<file path="src/rtl/dsm_pkg.sv">
// Shared types and helpers for the time-multiplexed delta-sigma modulator.
package dsm_pkg;

    typedef enum logic [1:0] {
        IDLE   = 2'd0,
        SCAN   = 2'd1,
        UPDATE = 2'd2,
        FRAME  = 2'd3
    } dsm_state_e;

    // Feedback level for a W-bit full scale: +max when the last bit was 1, -max otherwise.
    function automatic logic signed [63:0] dsm_fb(input int unsigned w, input logic q);
        logic signed [63:0] half;
        half = 64'sd1 <<< (w - 1);
        return q ? (half - 64'sd1) : -half;
    endfunction

endpackage

</file>
<file path="src/rtl/dsm_step.sv">
// One second-order delta-sigma modulator step; purely combinational, wraps modulo 2^(2W).
module dsm_step
    import dsm_pkg::*;
#(
    parameter int W = 16
) (
    input  logic signed [W-1:0]   din_q,
    input  logic signed [2*W-1:0] inte0,
    input  logic signed [2*W-1:0] inte1,
    input  logic                  q,
    output logic signed [2*W-1:0] inte0_nxt,
    output logic signed [2*W-1:0] inte1_nxt,
    output logic                  q_nxt
);

    logic signed [2*W-1:0] fb;
    logic signed [2*W-1:0] din_ext;
    logic signed [2*W-1:0] rd0;
    logic signed [2*W-1:0] rd1;

    always_comb begin
        fb      = (2*W)'(dsm_fb(W, q));
        din_ext = (2*W)'(din_q);
        rd0     = din_ext - fb + inte0;
        rd1     = rd0 - fb + inte1;
    end

    assign inte0_nxt = rd0;
    assign inte1_nxt = rd1;
    // Strictly positive: sign bit clear and not zero.
    assign q_nxt     = ~rd1[2*W-1] & (|rd1);

endmodule

</file>
<file path="src/rtl/dsm_channel_scheduler.sv">
// Round-robin scheduler sharing one dsm_step across CH channels with per-channel state.
module dsm_channel_scheduler
    import dsm_pkg::*;
#(
    parameter  int W  = 16,
    parameter  int CH = 4,
    localparam int PW = (CH > 1) ? $clog2(CH) : 1
) (
    input  logic            clk,
    input  logic            rst_n,
    input  logic            run,
    input  logic [CH-1:0]   ch_mask,
    input  logic [CH*W-1:0] din,
    output logic [CH-1:0]   pdm,
    output logic            pdm_vld,
    output logic [PW-1:0]   pdm_ch,
    output logic            frame_tick,
    output logic            busy
);

    dsm_state_e            state;
    logic [PW-1:0]         ptr;
    logic [CH-1:0]         act_mask;
    logic signed [W-1:0]   din_q;
    logic signed [2*W-1:0] inte0 [CH];
    logic signed [2*W-1:0] inte1 [CH];
    logic [CH-1:0]         q_st;

    logic signed [2*W-1:0] inte0_nxt;
    logic signed [2*W-1:0] inte1_nxt;
    logic                  q_nxt;
    logic                  last_ch;

    assign last_ch = (ptr == PW'(CH - 1));

    dsm_step #(.W(W)) u_step (
        .din_q     (din_q),
        .inte0     (inte0[ptr]),
        .inte1     (inte1[ptr]),
        .q         (q_st[ptr]),
        .inte0_nxt (inte0_nxt),
        .inte1_nxt (inte1_nxt),
        .q_nxt     (q_nxt)
    );

    always_ff @(posedge clk) begin
        if (!rst_n) begin
            state      <= IDLE;
            ptr        <= '0;
            act_mask   <= '0;
            din_q      <= '0;
            q_st       <= '0;
            pdm_vld    <= 1'b0;
            pdm_ch     <= '0;
            frame_tick <= 1'b0;
            for (int k = 0; k < CH; k++) begin
                inte0[k] <= '0;
                inte1[k] <= '0;
            end
        end else begin
            pdm_vld    <= 1'b0;
            frame_tick <= 1'b0;
            unique case (state)
                IDLE: begin
                    ptr <= '0;
                    if (run) begin
                        act_mask <= ch_mask;
                        state    <= SCAN;
                    end
                end
                SCAN: begin
                    din_q <= din[ptr*W +: W];
                    if (act_mask[ptr]) begin
                        state <= UPDATE;
                    end else if (last_ch) begin
                        state <= FRAME;
                    end else begin
                        ptr <= ptr + 1'b1;
                    end
                end
                // Write-back of the shared step into the serviced channel's slot.
                UPDATE: begin
                    inte0[ptr] <= inte0_nxt;
                    inte1[ptr] <= inte1_nxt;
                    q_st[ptr]  <= q_nxt;
                    pdm_vld    <= 1'b1;
                    pdm_ch     <= ptr;
                    if (last_ch) begin
                        state <= FRAME;
                    end else begin
                        ptr   <= ptr + 1'b1;
                        state <= SCAN;
                    end
                end
                FRAME: begin
                    frame_tick <= 1'b1;
                    ptr        <= '0;
                    // Channels disabled by the incoming mask restart from a clean state.
                    for (int k = 0; k < CH; k++) begin
                        if (!ch_mask[k]) begin
                            inte0[k] <= '0;
                            inte1[k] <= '0;
                            q_st[k]  <= 1'b0;
                        end
                    end
                    if (run) begin
                        act_mask <= ch_mask;
                        state    <= SCAN;
                    end else begin
                        state <= IDLE;
                    end
                end
                default: state <= IDLE;
            endcase
        end
    end

    assign pdm  = q_st;
    assign busy = (state != IDLE);

endmodule

</file>
<file path="config.mk">
export PLATFORM = sky130hd
export DESIGN_NAME = dsm_channel_scheduler
export DESIGN_NICKNAME = d
export VERILOG_FILES = /design/src/rtl/dsm_pkg.sv /design/src/rtl/dsm_step.sv /design/src/rtl/dsm_channel_scheduler.sv
export SDC_FILE = /design/constraint.sdc
export NUM_CORES = 1
export LEC_CHECK = 0
export ABC_AREA = 1
export BUFFER_PORTS_ARGS = -buffer_cell sky130_fd_sc_hd__buf_2
export CAP_MARGIN = 20
export CORE_MARGIN = 4
export CORE_UTILIZATION = 45
export DETAILED_ROUTE_END_ITERATION = 8
export PLACE_DENSITY = 0.7
export SLEW_MARGIN = 10
export SYNTH_ARGS = -nofsm -noshare
export SYNTH_HDL_FRONTEND = slang
export SYNTH_HIERARCHICAL = 1
export SYNTH_SLANG_ARGS = --single-unit
</file>
<file path="constraint.sdc">
create_clock -name clk -period 12.7 [get_ports clk]
set_input_delay 1.27 -clock clk [delete_from_list [all_inputs] [get_ports clk]]
set_output_delay 1.27 -clock clk [all_outputs]
set_load 0.02 [all_outputs]
</file>
==> impl_metrics.tcl, run 1 <==
set metrics [dict create \
    synth_cell_types 50 \
    clock_skew_ps 17.1 \
    ys_ff_latch 290 \
    cts_tree "built" \
    grt_use_total 0.218 \
    grt_first_pass_wirelength_um 78000 \
    finalWirelength_um 49000 \
    cts_post_setup_buffers_inserted 0 \
    endpoint_kind "register" \
    path_delay_family "simple AND/OR/NAND/NOR gates" \
    area.growth.synth_to_final_pct 9.36 \
    synth_edf_count 256 \
    worstPathArrival_ps 8870 \
    port_buffers 79 \
    fin_crit_ps 8420 \
    yosysSeqAreaShare 0.454 \
    vias_per_cell 5.41 \
    cts.sinks 290 \
    avgSynthCellArea_um2 8.54 \
    htree_levels 1 \
    clk_latency_ps 580 \
    grt_pass1_vias 14800 \
    crit_slowest_cell "dfxtp_4" \
    drt-pass1-iter-count 6 \
    start_kind "register" \
    die_area_mm2 0.0443 \
    drcViolationCount 0 \
    clk_pin_slew_ps 60 \
    synthCells 2159 \
    antenna_found_initial 0 \
    grt_max_degree 86 \
    hold_viol_final 0 \
    ant_nets 0 \
    setup_viol 0 \
    crit_path_max_incr_delay_ps 900 \
    pin_count 80 \
    coreArea_mm2 0.0401 \
    drt_iter0_drc 1285 \
    period_share 0.663 \
    cpMostUsedCell "nand2_1" \
    clock_path_buffers 3 \
    fmax_mhz 119 \
    syn_area_mm2 0.0184 \
    slew_violations 0 \
    num_vias 14900 \
    rrSetupSlack_ps 4280 \
    synth.net_count 2363 \
    critPathKind "register to register" \
    async_flop_share 0 \
    numCtsBuffers 31 \
    hp-class "register to register" \
    dp_hpwl_um 32900 \
    ctsHoldBuffers 0 \
    gp_congestion 0.970 \
    drive_gt1_frac 0.0874 \
    start_util 0.460 \
    post_cts_resized 0 \
    rsz0062_at_grt "false" \
    fp.dieH_um 210 \
    ys.flop_type "edfxtp_1" \
    status "finished clean" \
    grt_overflow 0 \
    cts_root_buffer "clkbuf_16" \
    maxCapViolations 0 \
    n_antenna_cell 0 \
    mostFrequentLayoutCell "nor2_1" \
    num_rows 73 \
    worstMarginPinSlew_ps 1080 \
    final_cell_mix "485 x nor2_1, 319 x inv_1, 279 x nand2_1" \
    maxSlewHeadroom 0.280 \
    crit_fanout 85 \
    die_x_um 210 \
    cp.required_ps 13160 \
    nFillCells 3745 \
    yosys_warnings 6 \
    finalSetupTns_ps 0 \
    nNetsFinal 2410 \
    wire_per_inst_um 17.8 \
    cp.buffers_inverters 5 \
]
## flip-flops by register name, summed over array words and instances, names as in the netlist, named ones only
register / cells
frame_tick: 1
state: 2
inte1: 128
pdm: 4
din_q: 16
pdm_ch: 2
act_mask: 4
ptr: 2
pdm_vld: 1
inte0: 128
## routing by layer
metal | GRT usage | share of wire | up-vias
li1 | - | - | 7198
met1 | 0.298 | 0.44 | 7167
met2 | 0.372 | 0.48 | 467
met3 | 0.0275 | 0.062 | 69
met4 | 0.0521 | 0.019 | 0
met5 | 0 | 0 | -
## cell usage after synthesis (6+ instances only)
master / n / area (µm²)
a21o_1: 6 / 45.0
a21oi_1: 68 / 340
a22oi_1: 15 / 113
a31oi_1: 11 / 68.8
buf_2: 23 / 115
buf_4: 11 / 82.6
clkbuf_1: 40 / 150
clkbuf_8: 6 / 82.6
dfxtp_1: 34 / 681
edfxtp_1: 256 / 7690
fa_1: 62 / 1240
ha_1: 71 / 888
inv_1: 321 / 1200
nand2_1: 283 / 1060
nand2_2: 15 / 93.8
nand3_1: 55 / 275
nand3b_1: 7 / 52.6
nand4_1: 17 / 106
nor2_1: 485 / 1820
nor3_1: 14 / 70.1
o21ai_0: 179 / 896
o22ai_1: 67 / 419
xnor2_1: 16 / 140
xor2_1: 26 / 228
## per-stage QoR
stage | setup WS, ps | util | std cells | hold WS [ps] | instance area (µm²)
floorplan | 6220 | - | 2159 | 478 | 18400
global placement | 4500 | 0.478 | 2696 | 497 | 19200
detailed placement | 4380 | 0.478 | 2696 | 499 | 19200
CTS | 4350 | 0.502 | 2754 | 518 | 20100
global route | 3620 | 0.503 | 2756 | 565 | 20200
finish | 4280 | 0.503 | 2756 | 520 | 20200
## layout make-up
class | instances | area, µm² | share of cell area
Clock inverter | 18 | 103 | 0.00509
Clock buffer | 40 | 862 | 0.0428
Timing Repair Buffer | 98 | 563 | 0.0279
Sequential cell | 290 | 8370 | 0.415
Multi-Input combinational cell | 1460 | 8380 | 0.416
Tap cell | 525 | 657 | 0.0326
Inverter | 325 | 1220 | 0.0606
## kinds of logic after synthesis
logic type,synth area share
fa+ha+maj,0.116
simple gates,0.193
xor+xnor,0.0208
flops,0.454
compound gates,0.124
buf+inv,0.0920
## final timing paths
check	start	endpoint	cells after the start
setup reg to reg	register	pdm[2]	30
setup / recovery	register	pdm[2]	30
hold / removal	din_q[6]	din_q[6]	2
hold reg to reg	din_q[6]	din_q[6]	2
## worst reg2reg max path: cells and delay by family, from the launching register on
kind / cells / cell delay [ps]
simple gates: 17 / 3280
xor+xnor: 1 / 240
fa+ha+maj: 4 / 1710
buf+inv: 5 / 1640
compound gates: 3 / 510
flops: 1 / 900
Power of run 1 is not shown: default switching activity piles up to over one toggle a cycle in this logic, so the estimate is an artifact.
==> inputs of run 2 (changes only) <==
Settings changed: PLACE_DENSITY 0.7 to 0.73.
Clock period 12.7 ns to 6.9 ns, I/O delays scaled along.
==> run 2 against run 1 <==
  * Register-to-register slack lost 3900 ps
  * Via count is 0.21% higher
  * Global-route usage increased by 0.061 points
==> impl_metrics.tcl, run 2 (synthesis results as in run 1) <==
set metrics [dict create \
    status "finished clean" \
    port_buffers 79 \
    cp.required_ps 7370 \
    nNetsFinal 2430 \
    numCtsBuffers 30 \
    num_vias 14900 \
    worstMarginPinSlew_ps 1080 \
    cts_root_buffer "clkbuf_16" \
    fp.dieH_um 210 \
    setup_viol 0 \
    start_util 0.460 \
    dp_hpwl_um 33800 \
    crit_path_max_incr_delay_ps 480 \
    endpoint_kind "register" \
    maxCapViolations 0 \
    fin_crit_ps 6530 \
    hold_viol_final 0 \
    clk_pin_slew_ps 60 \
    grt_max_degree 66 \
    drive_gt1_frac 0.0983 \
    coreArea_mm2 0.0401 \
    pin_count 80 \
    cts.sinks 290 \
    fmax_mhz 153 \
    grt_overflow 0 \
    n_antenna_cell 0 \
    finalWirelength_um 49100 \
    clock_path_buffers 3 \
    hp-class "input pin to register" \
    slew_violations 0 \
    drt-pass1-iter-count 5 \
    nFillCells 3683 \
    grt_use_total 0.218 \
    crit_slowest_cell "fa_1" \
    clk_latency_ps 590 \
    area.growth.synth_to_final_pct 10.7 \
    drcViolationCount 0 \
    antenna_found_initial 0 \
    drt_iter0_drc 1238 \
    die_x_um 210 \
    pre_cts_ws_ps 243 \
    final_cell_mix "484 x nor2_1, 319 x inv_1, 279 x nand2_1" \
    worstPathArrival_ps 7010 \
    num_rows 73 \
    setup_ws_ps 368 \
    ant_nets 0 \
    gp_congestion 0.972 \
    grt_pass1_vias 14900 \
    period_share 0.947 \
    cts_tree "built" \
    mostFrequentLayoutCell "nor2_1" \
    fin_util 0.509 \
    die_area_mm2 0.0443 \
    grt_first_pass_wirelength_um 78200 \
    crit_fanout 16 \
    maxSlewHeadroom 0.280 \
    critPathKind "register to register" \
    clock_skew_ps 45.2 \
    ctsHoldBuffers 0 \
    htree_levels 1 \
    reg_top3 "inte0 (128), inte1 (128), din_q (16)" \
    wire_per_inst_um 17.7 \
    start_kind "register" \
    vias_per_cell 5.38 \
]
-- run 2: cell count changes in the layout (fill, tap and decap cells not counted), sizes merged --
cell / previous run / this run
inv: 326 / 327
bufinv: 0 / 3
clkbuf: 40 / 32
buf: 98 / 119
clkinvlp: 1 / 3
clkinv: 16 / 15
-- run 2: through the flow --
stage               hold slack [ps]  std cells  TNS [ps]  area (µm²)
global placement                501       2713         0       19300
CTS                             328       2768         0       20300
detailed placement              507       2713         0       19300
global route                    334       2774     -7.11       20400
floorplan                       478       2159         0       18400
finish                          348       2774         0       20400
-- run 2: layer usage --
metal,global-route usage,up-vias,part of all wire
li1,-,7237,-
met3,0.0217,92,0.056
met4,0.0599,0,0.026
met1,0.296,7147,0.43
met2,0.377,457,0.49
met5,0,-,0
-- run 2: what timing repair did --
action | CTS | global route
gates resized for setup | 0 | 11
setup buffers | 0 | 6
endpoints found under the hold margin | 0 | 0
setup endpoints to repair | 0 | 4
-- run 2: critical path, delay by kind of cell, from the launching register on --
| family | cells | cell delay (ps) |
|---|---|---|
| AO/OA/AOI/OAI | 8 | 1710 |
| AND/OR/NAND/NOR | 12 | 1650 |
| adder cells (fa/ha/maj) | 4 | 1620 |
| buffers and inverters | 9 | 810 |
| flip-flops | 1 | 430 |
| XOR/XNOR | 1 | 160 |
-- run 2: path summary, 6_finish.rpt --
check / start / end / slack, ps / depth (start not counted)
hold / removal: din[43] / din_q[11] / 350 / 3
setup / recovery: ptr[1] / pdm[0] / 370 / 34
setup reg to reg: ptr[1] / pdm[0] / 370 / 34
hold reg to reg: din_q[11] / din_q[11] / 520 / 2
-- run 2: area by class of cell --
class	instances	area, µm²	area share
Multi-Input combinational cell	1460	8420	0.413
Sequential cell	290	8370	0.410
Inverter	325	1220	0.0599
Clock buffer	32	758	0.0372
Timing Repair Buffer	119	721	0.0353
Tap cell	525	657	0.0322
Clock inverter	23	255	0.0125
Power of run 2 is left out for the same reason.
